==> config.mk <==
export PLATFORM = sky130hd
export DESIGN_NAME = mul_accum_stage
export DESIGN_NICKNAME = d
export VERILOG_FILES = /design/src/rtl/mul_pkg.sv /design/src/rtl/mul_accum_stage.sv
export SDC_FILE = /design/constraint.sdc
export NUM_CORES = 1
export LEC_CHECK = 0
export BUFFER_PORTS_ARGS = -buffer_cell sky130_fd_sc_hd__buf_2
export CAP_MARGIN = 20
export CORE_MARGIN = 4
export CORE_UTILIZATION = 55
export CTS_CLUSTER_SIZE = 8
export DETAILED_ROUTE_END_ITERATION = 8
export PLACE_DENSITY_LB_ADDON = 0.25
export SKIP_CTS_REPAIR_TIMING = 1
export SKIP_LAST_GASP = 1
export SYNTH_ARGS = -nofsm -noshare
export SYNTH_HDL_FRONTEND = slang
export SYNTH_SLANG_ARGS = --single-unit
==> constraint.sdc <==
create_clock -name clk -period 3.79 [get_ports clk]
set_input_delay 0.379 -clock clk [delete_from_list [all_inputs] [get_ports clk]]
set_output_delay 0.379 -clock clk [all_outputs]
set_load 0.05 [all_outputs]
==> src/rtl/mul_pkg.sv <==
// Shared types and the clamp-add helper for the multiplier accumulation stage.
package mul_pkg;

    typedef enum logic [1:0] {
        IDLE,
        ACCUM,
        HOLD
    } state_t;

    localparam int unsigned PROD_W = 8;
    localparam int unsigned SAT_W  = 16;

    // Returns {saturated, sum}; the sum is clamped to 2^width-1 with width <= SAT_W.
    function automatic logic [SAT_W:0] sat_add(
        input logic [SAT_W-1:0]  a,
        input logic [PROD_W-1:0] b,
        input int unsigned       width
    );
        logic [SAT_W:0] total;
        logic [SAT_W:0] lim;
        total = {1'b0, a} + {{(SAT_W + 1 - PROD_W){1'b0}}, b};
        lim   = ({{SAT_W{1'b0}}, 1'b1} << width) - {{SAT_W{1'b0}}, 1'b1};
        if (total > lim) begin
            return {1'b1, lim[SAT_W-1:0]};
        end
        return {1'b0, total[SAT_W-1:0]};
    endfunction

endpackage

==> src/rtl/mul_accum_stage.sv <==
// Sums the multiplier product stream into a saturating accumulator per frame
// and presents each frame sum on a valid/ready port.
module mul_accum_stage
    import mul_pkg::*;
#(
    parameter int unsigned ACC_W     = 12,
    parameter int unsigned MAX_TERMS = 16
) (
    input  logic              clk,
    input  logic              rst,
    input  logic [PROD_W-1:0] prod_in,
    input  logic              prod_valid,
    input  logic              prod_last,
    output logic              prod_ready,
    output logic [ACC_W-1:0]  sum_out,
    output logic [7:0]        sum_terms,
    output logic              sum_sat,
    output logic              sum_valid,
    input  logic              sum_ready,
    output logic              overrun
);

    state_t           state;
    logic [ACC_W-1:0] acc;
    logic [7:0]       cnt;
    logic             sat;
    logic             accept;
    logic [SAT_W:0]   add_res;
    logic [7:0]       cnt_next;
    logic             flush;

    always_comb begin
        accept   = prod_valid & prod_ready;
        add_res  = sat_add(SAT_W'(acc), prod_in, ACC_W);
        cnt_next = cnt + 8'd1;
        flush    = prod_last | (cnt_next == 8'(MAX_TERMS));
    end

    if (ACC_W < SAT_W) begin : g_pad
        logic unused_hi;
        assign unused_hi = ^add_res[SAT_W-1:ACC_W];
    end

    // The accumulator registers double as the held sum outputs in HOLD.
    assign sum_out   = acc;
    assign sum_terms = cnt;
    assign sum_sat   = sat;

    always_ff @(posedge clk) begin
        if (rst) begin
            state      <= IDLE;
            acc        <= '0;
            cnt        <= '0;
            sat        <= 1'b0;
            sum_valid  <= 1'b0;
            prod_ready <= 1'b1;
            overrun    <= 1'b0;
        end else begin
            if (prod_valid && !prod_ready) begin
                overrun <= 1'b1;
            end
            case (state)
                IDLE: begin
                    if (accept) begin
                        acc <= ACC_W'(prod_in);
                        cnt <= 8'd1;
                        sat <= 1'b0;
                        if (prod_last) begin
                            state      <= HOLD;
                            sum_valid  <= 1'b1;
                            prod_ready <= 1'b0;
                        end else begin
                            state <= ACCUM;
                        end
                    end
                end
                ACCUM: begin
                    if (accept) begin
                        acc <= add_res[ACC_W-1:0];
                        sat <= sat | add_res[SAT_W];
                        cnt <= cnt_next;
                        if (flush) begin
                            state      <= HOLD;
                            sum_valid  <= 1'b1;
                            prod_ready <= 1'b0;
                        end
                    end
                end
                HOLD: begin
                    if (sum_ready) begin
                        state      <= IDLE;
                        acc        <= '0;
                        cnt        <= '0;
                        sat        <= 1'b0;
                        sum_valid  <= 1'b0;
                        prod_ready <= 1'b1;
                    end
                end
                default: begin
                    state      <= IDLE;
                    sum_valid  <= 1'b0;
                    prod_ready <= 1'b1;
                end
            endcase
        end
    end

endmodule

* Word level (Yosys, flattened, before mapping)
Cells that the tools add are included.
** Storage, ports and cells
- Flip-flop bits (word level) :: 26
- Bits of input ports :: 13
- Output and inout bits :: 24
- Logic and storage cells :: 60
** Operators by class
- Reductions and logical operators :: 7
- Add/subtract/negate cells :: 2
- Order comparisons :: 1
- Muxes and demuxes :: 32
- Bitwise gates (word level) :: 3
- Equality and inequality tests :: 8
** Operator list (number)
- $mux W12 :: 3
- $pmux W12 S3 :: 1
- $mux W17 :: 2
- $mux W8 :: 3
- $pmux W8 S3 :: 1
- $add A12 B8 Y13 :: 1
- $gt A13 B12 Y1 const B :: 1
- $mux W1 :: 13
- $mux W2 :: 5
- $ne A2 B2 Y1 const B :: 5
- $pmux W1 S3 :: 3
- $add A8 B1 Y8 const B :: 1
- $eq A8 B5 Y1 const B :: 1
- $reduce_and A4 Y1 :: 2
- $pmux W2 S3 :: 1
- $reduce_and A5 Y1 :: 1
- $reduce_bool A3 Y1 :: 1
- $eq A2 B1 Y1 const B :: 1
- $eq A2 B2 Y1 const B :: 1
- $logic_not A2 Y1 :: 1
- $or A1 B1 Y1 :: 2
- $and A1 B1 Y1 :: 1
- $logic_and A1 B1 Y1 :: 1
- $logic_not A1 Y1 :: 1

* Depth between registers and ports, before layout
- Depth after elaboration :: 7
- Mapped depth :: 9
- Gate-level depth less buffers :: 8

* Worst setup path before layout
Ideal clock, no wire load.
- Kind :: reg2reg
- Start point :: register acc[0] (netlist: sum_out[0])
- End point :: register acc[11] (netlist: sum_out[11])
- Arrival time :: 2.253 ns
- Slack :: 1.425 ns
- Period minus slack after synthesis :: 2.365 ns
- Path buffers :: 0
- Cell stages (with the launch flop) :: 9
- Cells stage by stage :: dfxtp_1 > ha_1 > inv_1 > fa_1 > nor2b_1 > o31ai_2 > a21oi_1 > a2111oi_0 > a2111oi_1
** Between the ends
- Word-level cells in the longest chain between the ends :: 6
** RTL lines
- from (decl) :: RTL line mul_accum_stage.sv:24 : logic [ACC_W-1:0] acc;
- from (signal assigned) :: RTL line mul_accum_stage.sv:65 : acc <= ACC_W'(prod_in);
- from (signal assigned) :: RTL line mul_accum_stage.sv:79 : acc <= add_res[ACC_W-1:0];
- $add A12 B8 Y13 (*) :: RTL line mul_pkg.sv:21 : total = {1'b0, a} + {{(SAT_W + 1 - PROD_W){1'b0}}, b};
- $gt A13 B12 Y1 :: RTL line mul_pkg.sv:23 : if (total > lim) begin
- $mux W1 :: RTL line mul_pkg.sv:23
- $mux W17 (*) :: RTL line mul_pkg.sv:26 : return {1'b0, total[SAT_W-1:0]};
- $mux W12 (*) :: RTL line mul_accum_stage.sv:78 : if (accept) begin
- $pmux W12 S3 (*) :: RTL line mul_accum_stage.sv:62 : case (state)
Mark *: on every way between the ends. The rest lies on a longest branch, timed or not. The select of a mux whose other input is x is not followed.
A chain may end at the register's enable or synchronous reset.

* Worst setup path in the final report
- Start point :: register state[0]
- End point :: register acc[11] (netlist: sum_out[11])
** Between the ends
- Word-level cells in the longest chain between the ends :: 3
- Elaborated cells on any way between the ends :: 9
** RTL lines
- from (decl) :: RTL line mul_accum_stage.sv:23 : state_t state;
- from (signal assigned) :: RTL line mul_accum_stage.sv:51 : state <= IDLE;
- from (signal assigned) :: RTL line mul_accum_stage.sv:69 : state <= HOLD;
- from (signal assigned) :: RTL line mul_accum_stage.sv:73 : state <= ACCUM;
- $eq A2 B1 Y1 (tied with other cells) :: RTL line mul_accum_stage.sv:62
- $ne A2 B2 Y1 (no source line) or $reduce_bool A3 Y1 (tied branches)
- $reduce_and A4 Y1 (no source line)
Several ways; a longest one is shown, not always the timed one.

==> metrics <==
Rel. slew slack=53.2%; top_reg_cell synth=dfxtp_1; WP data arrival=2710 ps; IR drop worst, VDD=0.521 mV; total CTS buffers=3; Max H-tree Level=1; worst skew pair latency=between 300 and 400 ps; number of diodes=0; Die Ht=65.5 um; clk buf depth=2; Post-Route WL=4.03 mm; Syn Inst Count=around 210; Setup-failing EPs final=0; CP required=4020 ps; synth warn=0; Post-Layout Cell Count=288; top-area cell type share of the netlist area=28.6%; vias per inst=5.86; unrepaired setup endpoints after global routing=no; Worst Path Max Fanout=14; fmax=0.404 GHz; main combinational cell family by area after synthesis=compound AO/OA/AOI/OAI gates; Mean Syn Cell Area=8.59 um^2; routability-driven placement congestion ratio=0.904; IO buf count=36; top post-synthesis cells by area=dfxtp_1 29%, ha_1 8.9%, a21oi_1 5.2%; fraction of layout cells with a size suffix above 1=a little under a quarter; largest net degree at the start of global routing=27; max-slew violations=0; via count of the routed design=approximately 1,700; Tmin final=about 2500 ps; register bit total from synthesis=26; top cells by count, synth=26 x dfxtp_1, 19 x a21oi_1, 16 x nand2_1; power per cell area=708 mW/mm^2; Critical Path End Type=flop; global-route wire length before repair=7.11 mm; Max Cap Viol=0; core box area=0.00310 mm^2; die width=65.5 um; CTS tree=done; worst slew pin tran=approximately 700 ps; I/O Pins=37; Synth async-reset ratio=0%; gr usage total=approximately a fifth; Final ANT Viol Nets=0; Setup Skew=7.34 ps; number of global-route vias before repair=1,605; mean routed wirelength per cell=between 10 and 15 um; P&R area growth vs syn=12.1%; HPWL after DPL=~3.1 mm; Synth Area in Adders=between 10 and 15%; Placed Instances=approximately 280; setup TNS=0 ps; Die ar.=0.00429 mm^2; initial antenna violation count=0; grt total ovfl=0; 1st-iter DRT viols=97; Critical Path Start Type=flop; Clk pin slew, worst setup/hold paths=150 ps; Root Driver=clkbuf_4; drt pass-1 iters=4; Hold Crit Class=in -> reg; simple-gate share of the synthesized area=21.8%; outcome=finished, final reports clean; row count=20; crit path kind=reg -> reg; Final period util=between 60% and 70%; Initial Util=a little under 60%; Hold Slack=~310 ps; syn nets=239; sequential area share after synthesis=28.6%; clock sinks=26; top-count cell post-synth=dfxtp_1; final hold vios=0; Final Util=65.8%; synthesized area=0.00182 mm^2; number of synthesized flops with an enable pin=0; cell taking the most area after synthesis=dfxtp_1; Compound-Gate Fraction of Synth Area=29.9%; multiplexer share of the synthesized area=2.27%; Netlist cell types=58; Synth Area in XOR/XNOR=1.92%; DRC=0; Final #Nets=between 200 and 300; LEAKAGE=~0.00084 uW
==> state kept, by name, indices dropped and copies added (netlist names) <==
name	flops
sum_sat	1
sum_terms	8
sum_valid	1
state	2
overrun	1
prod_ready	1
sum_out	12
==> through the flow <==
step                power (uW)  setup slack [ps]  instance area, um^2
detailed placement        1310              1340                 2000
global route              1570               987                 2040
global placement          1300              1440                 2000
finish                    1440              1310                 2040
floorplan                 1140              1420                 1820
CTS                       1450              1290                 2040
==> logic make-up (layout without fill, tap and decap cells) <==
logic type	Yosys count	in the layout
AO/OA/AOI/OAI	76	76
AND/OR/NAND/NOR	68	68
adder cells (fa/ha/maj)	14	14
buffers and inverters	20	52
flip-flops	26	26
XOR/XNOR	4	4
multiplexers	4	4
==> power breakdown <==
group	internal (uW)	switching (uW)	leakage, uW	total (uW)
registers	334	46.9	0.000212	380
logic	330	589	0.000610	919
clock network	58.9	86.1	0.0000210	145
==> cell usage in the layout, fill, tap and decap left out, types with 2 or more instances in the layout <==
cell type and count:
a211o_1 3, a211oi_1 7, a211oi_2 3, a21o_1 5
a21oi_1 19, a31oi_1 3, a41oi_1 2, and3_1 4
buf_2 36, clkbuf_4 3, dfxtp_1 26, ha_1 13
inv_1 11, mux2i_1 3, nand2_1 16, nand2b_1 3
nand3_1 5, nand3b_1 4, nor2_1 14, nor2b_1 5
nor3_1 2, nor3b_1 3, o211ai_1 3, o21a_1 3
o21ai_0 10, o21ai_1 3, xnor2_1 3
==> path summary, 6_finish.rpt <==
| kind | start | to | slack [ps] | cells after the start |
|---|---|---|---|---|
| worst min register to register | sum_valid$_SDFFE_PP0P_ | sum_valid$_SDFFE_PP0P_ | 490 | 1 |
| worst min-delay path | prod_valid | overrun$_SDFFE_PP0P_ | 310 | 3 |
| worst max register to register | state[0]$_SDFFE_PP0P_ | sum_out[11]$_SDFFE_PP0P_ | 1310 | 7 |
| worst max-delay path | state[0]$_SDFFE_PP0P_ | sum_out[11]$_SDFFE_PP0P_ | 1310 | 7 |
==> final cells by class <==
class / count / area [um^2]
well taps: 44 / 55.1
clock buffers: 4 / 36.3
multi-input cells: 166 / 1200
flip-flops and latches: 26 / 520
repair buffers: 37 / 188
inverters: 11 / 41.3
fillers: 294 / 1060
==> critical path, cell delays in order (launching register included) <==
cell       delay [ps]
dfxtp_1           410
inv_1              80
ha_1              480
nand2_1           200
nor4_4            560
nand2_1           110
a21o_1            180
a2111oi_1         340
==> metal layers <==
metal  GRT usage, %  vias to the layer above  wire length [um]
met1           25.6                      783              1780
met3           3.25                        5               191
met2           36.9                       44              2010
met4           4.92                        0                43
li1               -                      856                 -
met5              0                        -                 0
(Power assumes the default switching activity.)
